$ cat src/rtl/io_port_sequencer.sv
// io_port_sequencer
//   Runs Z80-style I/O cycles (T1/T2/TW/T3) against a 256-entry port bank
//   shared by two requesters: 0 = CPU core, 1 = debug/DMA engine.
//   Round-robin arbitration happens in IDLE only. Programmable and external
//   wait states are added in TW. A cycle that waits too long is aborted with
//   req_err set.
//
// Ports
//   clk, rst          clock, async active-high reset
//   req_valid/we      per-requester request, direction (1 = write)
//   req_addr/wdata    per-requester port number and write data
//   req_done/req_err  one-cycle completion pulse (per requester), abort flag
//   rdata             read result, valid while req_done is high
//   busy, grant       cycle in flight (T1..DONE), owner of the current cycle
//   wait_L            external wait, active low, sampled in T2/TW
//   IORQ_L/RD_L/WR_L  active-low strobes to the port bank
//   addr_bus          {8'h00, port}
//   data_out/data_in  write data to the bank, read data from the bank
module io_port_sequencer #(
  parameter int WAIT_STATES = 1,
  parameter int TIMEOUT     = 255
) (
  input  logic            clk,
  input  logic            rst,
  input  logic [1:0]      req_valid,
  input  logic [1:0]      req_we,
  input  logic [1:0][7:0] req_addr,
  input  logic [1:0][7:0] req_wdata,
  output logic [1:0]      req_done,
  output logic            req_err,
  output logic [7:0]      rdata,
  output logic            busy,
  output logic            grant,
  input  logic            wait_L,
  output logic            IORQ_L,
  output logic            RD_L,
  output logic            WR_L,
  output logic [15:0]     addr_bus,
  output logic [7:0]      data_out,
  input  logic [7:0]      data_in
);

  // Counter is wide enough to reach TIMEOUT, so it cannot wrap first.
  localparam int CW = (TIMEOUT > 255) ? $clog2(TIMEOUT + 1) : 8;
  localparam logic [CW-1:0] WS_C = CW'(WAIT_STATES);
  localparam logic [CW-1:0] TO_C = CW'(TIMEOUT);

  typedef enum logic [2:0] {S_IDLE, S_T1, S_T2, S_TW, S_T3, S_DONE} state_t;

  state_t        state, state_nx;
  logic [CW-1:0] wcnt, wcnt_inc;
  logic          rr_last;   // requester granted most recently
  logic          cur_we;
  logic          gnt_nx;
  logic          abort_nx;
  logic          strobe_nx;

  always_comb begin
    state_nx = state;
    gnt_nx   = grant;
    abort_nx = 1'b0;
    wcnt_inc = wcnt + CW'(1);
    case (state)
      S_IDLE: begin
        if (|req_valid) begin
          state_nx = S_T1;
          // On a tie the requester not served last wins; otherwise the
          // only valid one does.
          gnt_nx = (&req_valid) ? ~rr_last : req_valid[1];
        end
      end
      S_T1: state_nx = S_T2;
      S_T2: state_nx = ((WS_C != '0) || !wait_L) ? S_TW : S_T3;
      S_TW: begin
        // wcnt_inc is the number of TW cycles including this one.
        if ((wcnt_inc < WS_C) || !wait_L) begin
          if (wcnt_inc >= TO_C) begin
            state_nx = S_DONE;
            abort_nx = 1'b1;
          end
        end else begin
          state_nx = S_T3;
        end
      end
      S_T3:    state_nx = S_DONE;
      S_DONE:  state_nx = S_IDLE;
      default: state_nx = S_IDLE;
    endcase
  end

  // Strobes are low for exactly the cycles spent in T2 and TW.
  assign strobe_nx = (state_nx == S_T2) || (state_nx == S_TW);

  always_ff @(posedge clk or posedge rst) begin
    if (rst) begin
      state    <= S_IDLE;
      wcnt     <= '0;
      rr_last  <= 1'b1;
      cur_we   <= 1'b0;
      grant    <= 1'b0;
      IORQ_L   <= 1'b1;
      RD_L     <= 1'b1;
      WR_L     <= 1'b1;
      addr_bus <= 16'h0000;
      data_out <= 8'h00;
      rdata    <= 8'h00;
      req_done <= 2'b00;
      req_err  <= 1'b0;
      busy     <= 1'b0;
    end else begin
      state <= state_nx;

      // Request fields are captured once; the bus then holds them T1..T3,
      // so a requester dropping valid mid-cycle has no effect.
      if (state == S_IDLE && state_nx == S_T1) begin
        grant    <= gnt_nx;
        cur_we   <= req_we[gnt_nx];
        addr_bus <= {8'h00, req_addr[gnt_nx]};
        if (req_we[gnt_nx]) data_out <= req_wdata[gnt_nx];
      end

      if (state == S_T2)      wcnt <= '0;
      else if (state == S_TW) wcnt <= wcnt_inc;

      IORQ_L <= ~strobe_nx;
      RD_L   <= ~(strobe_nx && !cur_we);
      WR_L   <= ~(strobe_nx && cur_we);
      busy   <= (state_nx != S_IDLE);

      req_done <= 2'b00;
      req_err  <= 1'b0;
      if (state_nx == S_DONE) begin
        req_done[grant] <= 1'b1;
        req_err         <= abort_nx;
        rdata           <= (abort_nx || cur_we) ? 8'h00 : data_in;
      end

      if (state == S_DONE) rr_last <= grant;
    end
  end

endmodule

$ cat config.mk
export PLATFORM = sky130hd
export DESIGN_NAME = io_port_sequencer
export DESIGN_NICKNAME = d
export VERILOG_FILES = /design/src/rtl/io_port_sequencer.sv
export SDC_FILE = /design/constraint.sdc
export NUM_CORES = 1
export LEC_CHECK = 0
export CORE_UTILIZATION = 46
export DETAILED_ROUTE_END_ITERATION = 7
export PLACE_DENSITY_LB_ADDON = 0.3
export SYNTH_ARGS = -nofsm -noshare
export SYNTH_HDL_FRONTEND = slang
export SYNTH_SLANG_ARGS = --single-unit
$ cat constraint.sdc
create_clock -name clk -period 4.65 [get_ports clk]
set_input_delay 1.1625 -clock clk [delete_from_list [all_inputs] [get_ports clk]]
set_output_delay 1.1625 -clock clk [all_outputs]
set_load 0.02 [all_outputs]
# Word level (Yosys, flattened, before mapping)
# Cells that the tools add are included.
[op_classes]
addsub = 1
n_mul = 0
div = 0
order_cmp = 5
n_eq_ne = 9
shift = 0
mux = 23
bitwise_logic = 4
reduce_logical = 15
[ops]
columns = ["operator", "count"]
rows = [
  ["8-bit two-way mux", 7],
  ["3-bit one-hot mux with 5 select lines", 1],
  ["3-bit by 2-bit == test with 1-bit output, second input constant", 4],
  ["1-bit two-way mux", 10],
  ["3-bit == test, second input constant", 3],
  ["3-bit two-way mux", 3],
  ["8-bit by 1-bit adder with 8-bit output, second input constant", 1],
  ["8-bit >= comparator, second input constant", 1],
  ["8-bit by 1-bit less-than comparator with 1-bit output, second input constant", 1],
  ["3-bit by 1-bit == test with 1-bit output, second input constant", 2],
  ["1-bit logical AND", 4],
  ["1-bit by 2-bit less-than comparator with 1-bit output, second input constant", 2],
  ["1-bit inverter", 4],
  ["2-bit AND reduction", 2],
  ["3-bit logical NOT", 1],
  ["1-bit logical OR", 3],
  ["3-bit nonzero test", 1],
  ["1-bit logical NOT", 2],
  ["2-bit two-way mux", 1],
  ["2-bit nonzero test", 1],
  ["2-bit OR reduction", 1],
  ["1-bit demux with 1-bit select", 1],
  ["1-bit >= comparator, second input constant", 1],
]
[word_totals]
reg_bits = 45
latchBits = 0
mem_bits_rw = 0
romBits = 0
out_inout_bits = 40
word_cells = 71
memories = 0

# Depth between registers and ports, before layout
[depth]
depth_word = 9
mapped_depth = 8

# Worst setup path after synthesis
# No wires, ideal clock.
[synth_path]
kind = "input -> register"
start = "input port req_valid[0]"
end = "register data_out[7]"
setup_ns = 0.125
arrival_time_ns = 2.825
required_ns = 4.525
path_slack_ns = 1.700
stages = 5
n_path_buf = 1
cell_sequence = "or4b_4 a32oi_4 buf_2 mux2_2 mux2_2"
[synth_between]
elab_chain_cells = 7
elab_cells_between_ends = 14
cone_classes = "eq/ne (1); mux (9); reduce/logical (4)"
[synth_lines]
columns = ["element", "line", "text"]
rows = [
  ["start, declared", "25", "input logic [1:0] req_valid,"],
  ["branches (longest 7 deep; another with 3-bit one-hot mux with 5 select lines)", "--", ""],
  ["end signal, assigned", "119", "if (req_we[gnt_nx]) data_out <= req_wdata[gnt_nx];"],
  ["end, declared", "39", "output logic [7:0] data_out,"],
]
# Several ways; the timed one is not identified. The select of a mux whose other input is x is not followed.
# A chain may end at the register's enable or synchronous reset.

# Worst setup path after layout
[layout_path]
start = "input port req_valid[0]"
end = "register data_out[6]"
# Same word-level chain as after synthesis.

==> impl_metrics.py <==
metrics = {
    "global_route": {
        "grt_overflow": 0,
        "antenna_found_initial": 0,
        "grt_usage_pct": 19.6,
        "grt_max_degree": 46,
        "grt_pass1_wl_um": 7940,
        "grt_pass1_vias": 1757,
    },
    "detailed_routing": {
        "num_vias": 1855,
        "firstDrtPassIters": 4,
        "first_iter_violations": 60,
        "wl_met2_um": 2310,
        "drt-met1-wl_um": 2070,
        "drtAntennaViolNets": 0,
        "drc": 0,
        "vias_per_cell": 5.08,
        "highest_layer": "met4",
        "wl_met3_um": 311,
        "drt_wl_total_um": 4710,
        "routedWlPerCell_um": 12.9,
    },
    "timing": {
        "hold_ws_ps": 485,
        "finalHoldViolCount": 0,
        "post-route-min-period_ps": 3240,
        "fin_worst_skew_ps": 6.26,
        "finalSetupTns_ps": 0,
        "slew_violations": 0,
        "period_share_pct": 69.8,
        "rsz0062_at_grt": "false",
        "fmax_mhz": 308,
        "worst_slew_pin_slew_ps": 557,
        "relSlewSlack_pct": 62.9,
        "finalSetupViolCount": 0,
    },
    "final_layout": {
        "layout-drive-gt1-share_pct": 12.1,
        "finish.net_count": 347,
        "area_growth_pct": 40.4,
        "antenna_cells": 0,
        "final_core_util_pct": 67.7,
    },
    "logic_synthesis": {
        "yosysSeqAreaShare_pct": 49.3,
        "yosysTopAreaCellShare_pct": 44.7,
        "synth-compound-area-share_pct": 14.2,
        "yosys.area_share.adder_pct": 1.64,
        "async_reset_ff_share_pct": 100,
        "synth.avg_cell_area_um2": 10.4,
        "synth_top_family_by_area": "simple AND/OR/NAND/NOR gates",
        "yosys.area_share.simple_pct": 15.9,
        "synthesis.area_mm2": 0.00229,
        "synth_top_cell_by_area": "dfrtp_1",
        "synthMuxAreaShare_pct": 12.3,
        "synth_xor_area_share_pct": 1.15,
        "yosys_most_used_dff": "dfrtp_1",
        "ys_top_cells_by_area": "dfrtp_1 (45%), mux2_2 (8.3%), dfstp_2 (4.6%)",
        "yosysWarnings": 0,
        "synth_cell_types": 43,
        "syn_inst": 221,
        "synth_edf_count": 0,
        "ys_ff_latch": 45,
    },
    "power_and_ir_drop": {
        "finalPower_uw": 1950,
        "p_seq_share_pct": 36.1,
        "p_sw_uw": 734,
        "leakagePower_uw": 0.00133,
        "p_per_area_mw_per_mm2": 605,
        "power_frac_comb_pct": 48.5,
        "p_clk_share_pct": 15.5,
        "p_sw_share_pct": 37.7,
        "ir_drop_mv": 0.343,
        "intPower_uw": 1210,
    },
    "setup_path": {
        "crit_start": "req_valid[0]",
        "endpoint_kind": "register",
        "ff2ff_setup_slack_ps": 2120,
        "start_kind": "input pin",
        "rr_endpoint": "data_out[6]",
        "cp_num_buf_inv": 2,
        "ff2ff_path_depth": 6,
        "critPathSlowestCell": "clkdlybuf4s50_1",
        "cp_cell_sequence": "clkdlybuf4s50_1, or4b_4, a32oi_4, buf_4, mux2i_1, nor2_4, mux2_2",
        "r2r_start": "state[0]",
        "critPathMaxFanout": 18,
        "cpLargestDelayFamily": "buffers and inverters",
        "arrival_ps": 3430,
        "slowest_delay_ps": 510,
        "path_depth": 7,
        "cp.required_ps": 4830,
        "worst-setup-path-type": "in -> reg",
    },
    "hold_path": {
        "whs_path_depth": 2,
        "min-delay-start": "addr_bus[7]",
        "hold_path.class": "reg -> reg",
        "hold_path_end": "addr_bus[7]",
    },
    "run": {
        "max_cap_viol_count": 0,
    },
    "placed_design": {
        "numPortBuffers": 78,
        "gp_congestion": 0.866,
        "hpwl_um": 3410,
    },
    "clock_network": {
        "post_cts_buffers": 0,
        "cts_tree": "yes",
        "cts_made_buffers": 5,
        "cts.clk_slew.worst_paths_ps": 80,
        "clk_path_buf_depth": 2,
        "ctsHoldBuffers": 0,
        "postCtsResizedCells": 0,
        "clk_latency_ps": 290,
        "cts_num_sinks": 45,
        "ctsRootBufferMaster": "clkbuf_8",
        "htreeDepth": 2,
    },
    "die": {
        "ioPinCount": 87,
        "die_w_um": 72.6,
        "dieArea_mm2": 0.00527,
        "core_area_mm2": 0.00475,
        "die_y_um": 72.6,
        "start_util_pct": 48.2,
        "row_count": 25,
    },
    "outcome": {
        "status": "completed",
    },
}
cells in the mapped netlist, types with 2 or more instances:
| cell | n |
|---|---|
| nor3b_1 | 8 |
| o211ai_1 | 2 |
| nor3_1 | 4 |
| nand3_1 | 5 |
| nand2b_1 | 4 |
| or3_1 | 2 |
| xnor2_1 | 3 |
| o31ai_1 | 4 |
| buf_4 | 8 |
| o21ai_0 | 19 |
| dfrtp_1 | 41 |
| mux2i_1 | 9 |
| inv_1 | 5 |
| a21oi_1 | 11 |
| clkbuf_1 | 9 |
| nand4_1 | 2 |
| nor2b_1 | 3 |
| ha_1 | 3 |
| buf_2 | 2 |
| mux2_2 | 17 |
| nand2_1 | 22 |
| nor2_1 | 11 |
| o21a_1 | 2 |
| a21o_1 | 3 |
| dfstp_2 | 4 |
logic make-up after synthesis:
logic type	after synthesis
AOI/OAI and AO/OA	50
xor gates and xnor gates	3
adders and majority gates	3
buffers and inverters	24
DFF	45
muxes	26
other	1
and+or+nand+nor	69
cell usage in the layout, fill, tap and decap left out, types with 5 or more instances in the layout:
cell type / netlist / layout
a21oi_1: 11 / 11
o21ai_0: 19 / 18
mux2_2: 17 / 17
conb_1: 1 / 8
mux2i_1: 9 / 9
nand3_1: 5 / 5
nor3b_1: 8 / 8
nand2_1: 22 / 22
nor2_1: 11 / 11
clkbuf_8: 0 / 6
dfrtp_1: 41 / 41
clkdlybuf4s50_1: 0 / 78
stage by stage:
step | instance area [µm²] | setup slack, ps | cells
3_3_place_gp | 3100 | 1160 | 357
6_report | 3220 | 1410 | 365
3_5_place_dp | 3100 | 1100 | 357
2_1_floorplan | 2320 | 1700 | 228
4_1_cts | 3220 | 1410 | 365
5_1_grt | 3220 | 1300 | 365
flip-flops by register name, indices dropped and copies added, names as in the netlist:
signal	cells
cur_we	1
RD_L	1
rdata	8
addr_bus	8
data_out	8
req_err	1
req_done	2
wcnt	8
WR_L	1
IORQ_L	1
rr_last	1
grant	1
state	3
busy	1
worst register-to-register path, delay by kind of cell (launching register included):
| family | cells | cell delay, ps |
|---|---|---|
| simple gates | 2 | 870 |
| mux | 2 | 530 |
| flops | 1 | 550 |
| compound gates | 1 | 170 |
| buf+inv | 1 | 310 |
metal layers:
metal / track usage, % / up-vias
li1: - / 915
met1: 24.5 / 877
met2: 33.0 / 61
met3: 6.35 / 2
met4: 5.01 / 0
met5: 0 / -
power groups by stage:
stage	Sequential (µW)	Combinational [µW]	Clock, µW
global placement	705	933	0
finish	702	944	301
detailed placement	709	955	0
CTS	704	957	312
global route	730	1030	330
floorplan	813	463	0
layout make-up:
type	instances	area (µm²)
multi-input combinational	159	1070
fill	391	1540
clock inverter	1	30.0
sequential	45	1130
clock buffer	7	86.3
timing repair buffer	81	803
tap	67	83.8
inverter	5	18.8
worst max path at each step:
stage | endpoint | slack [ps]
final | data_out[6] | 1410
after global routing | data_out[0] | 1300
after CTS | data_out[6] | 1410
after detailed placement | data_out[0] | 1100
after global placement | data_out[1] | 1160
after floorplan | data_out[7] | 1700
(Power assumes the default switching activity.)
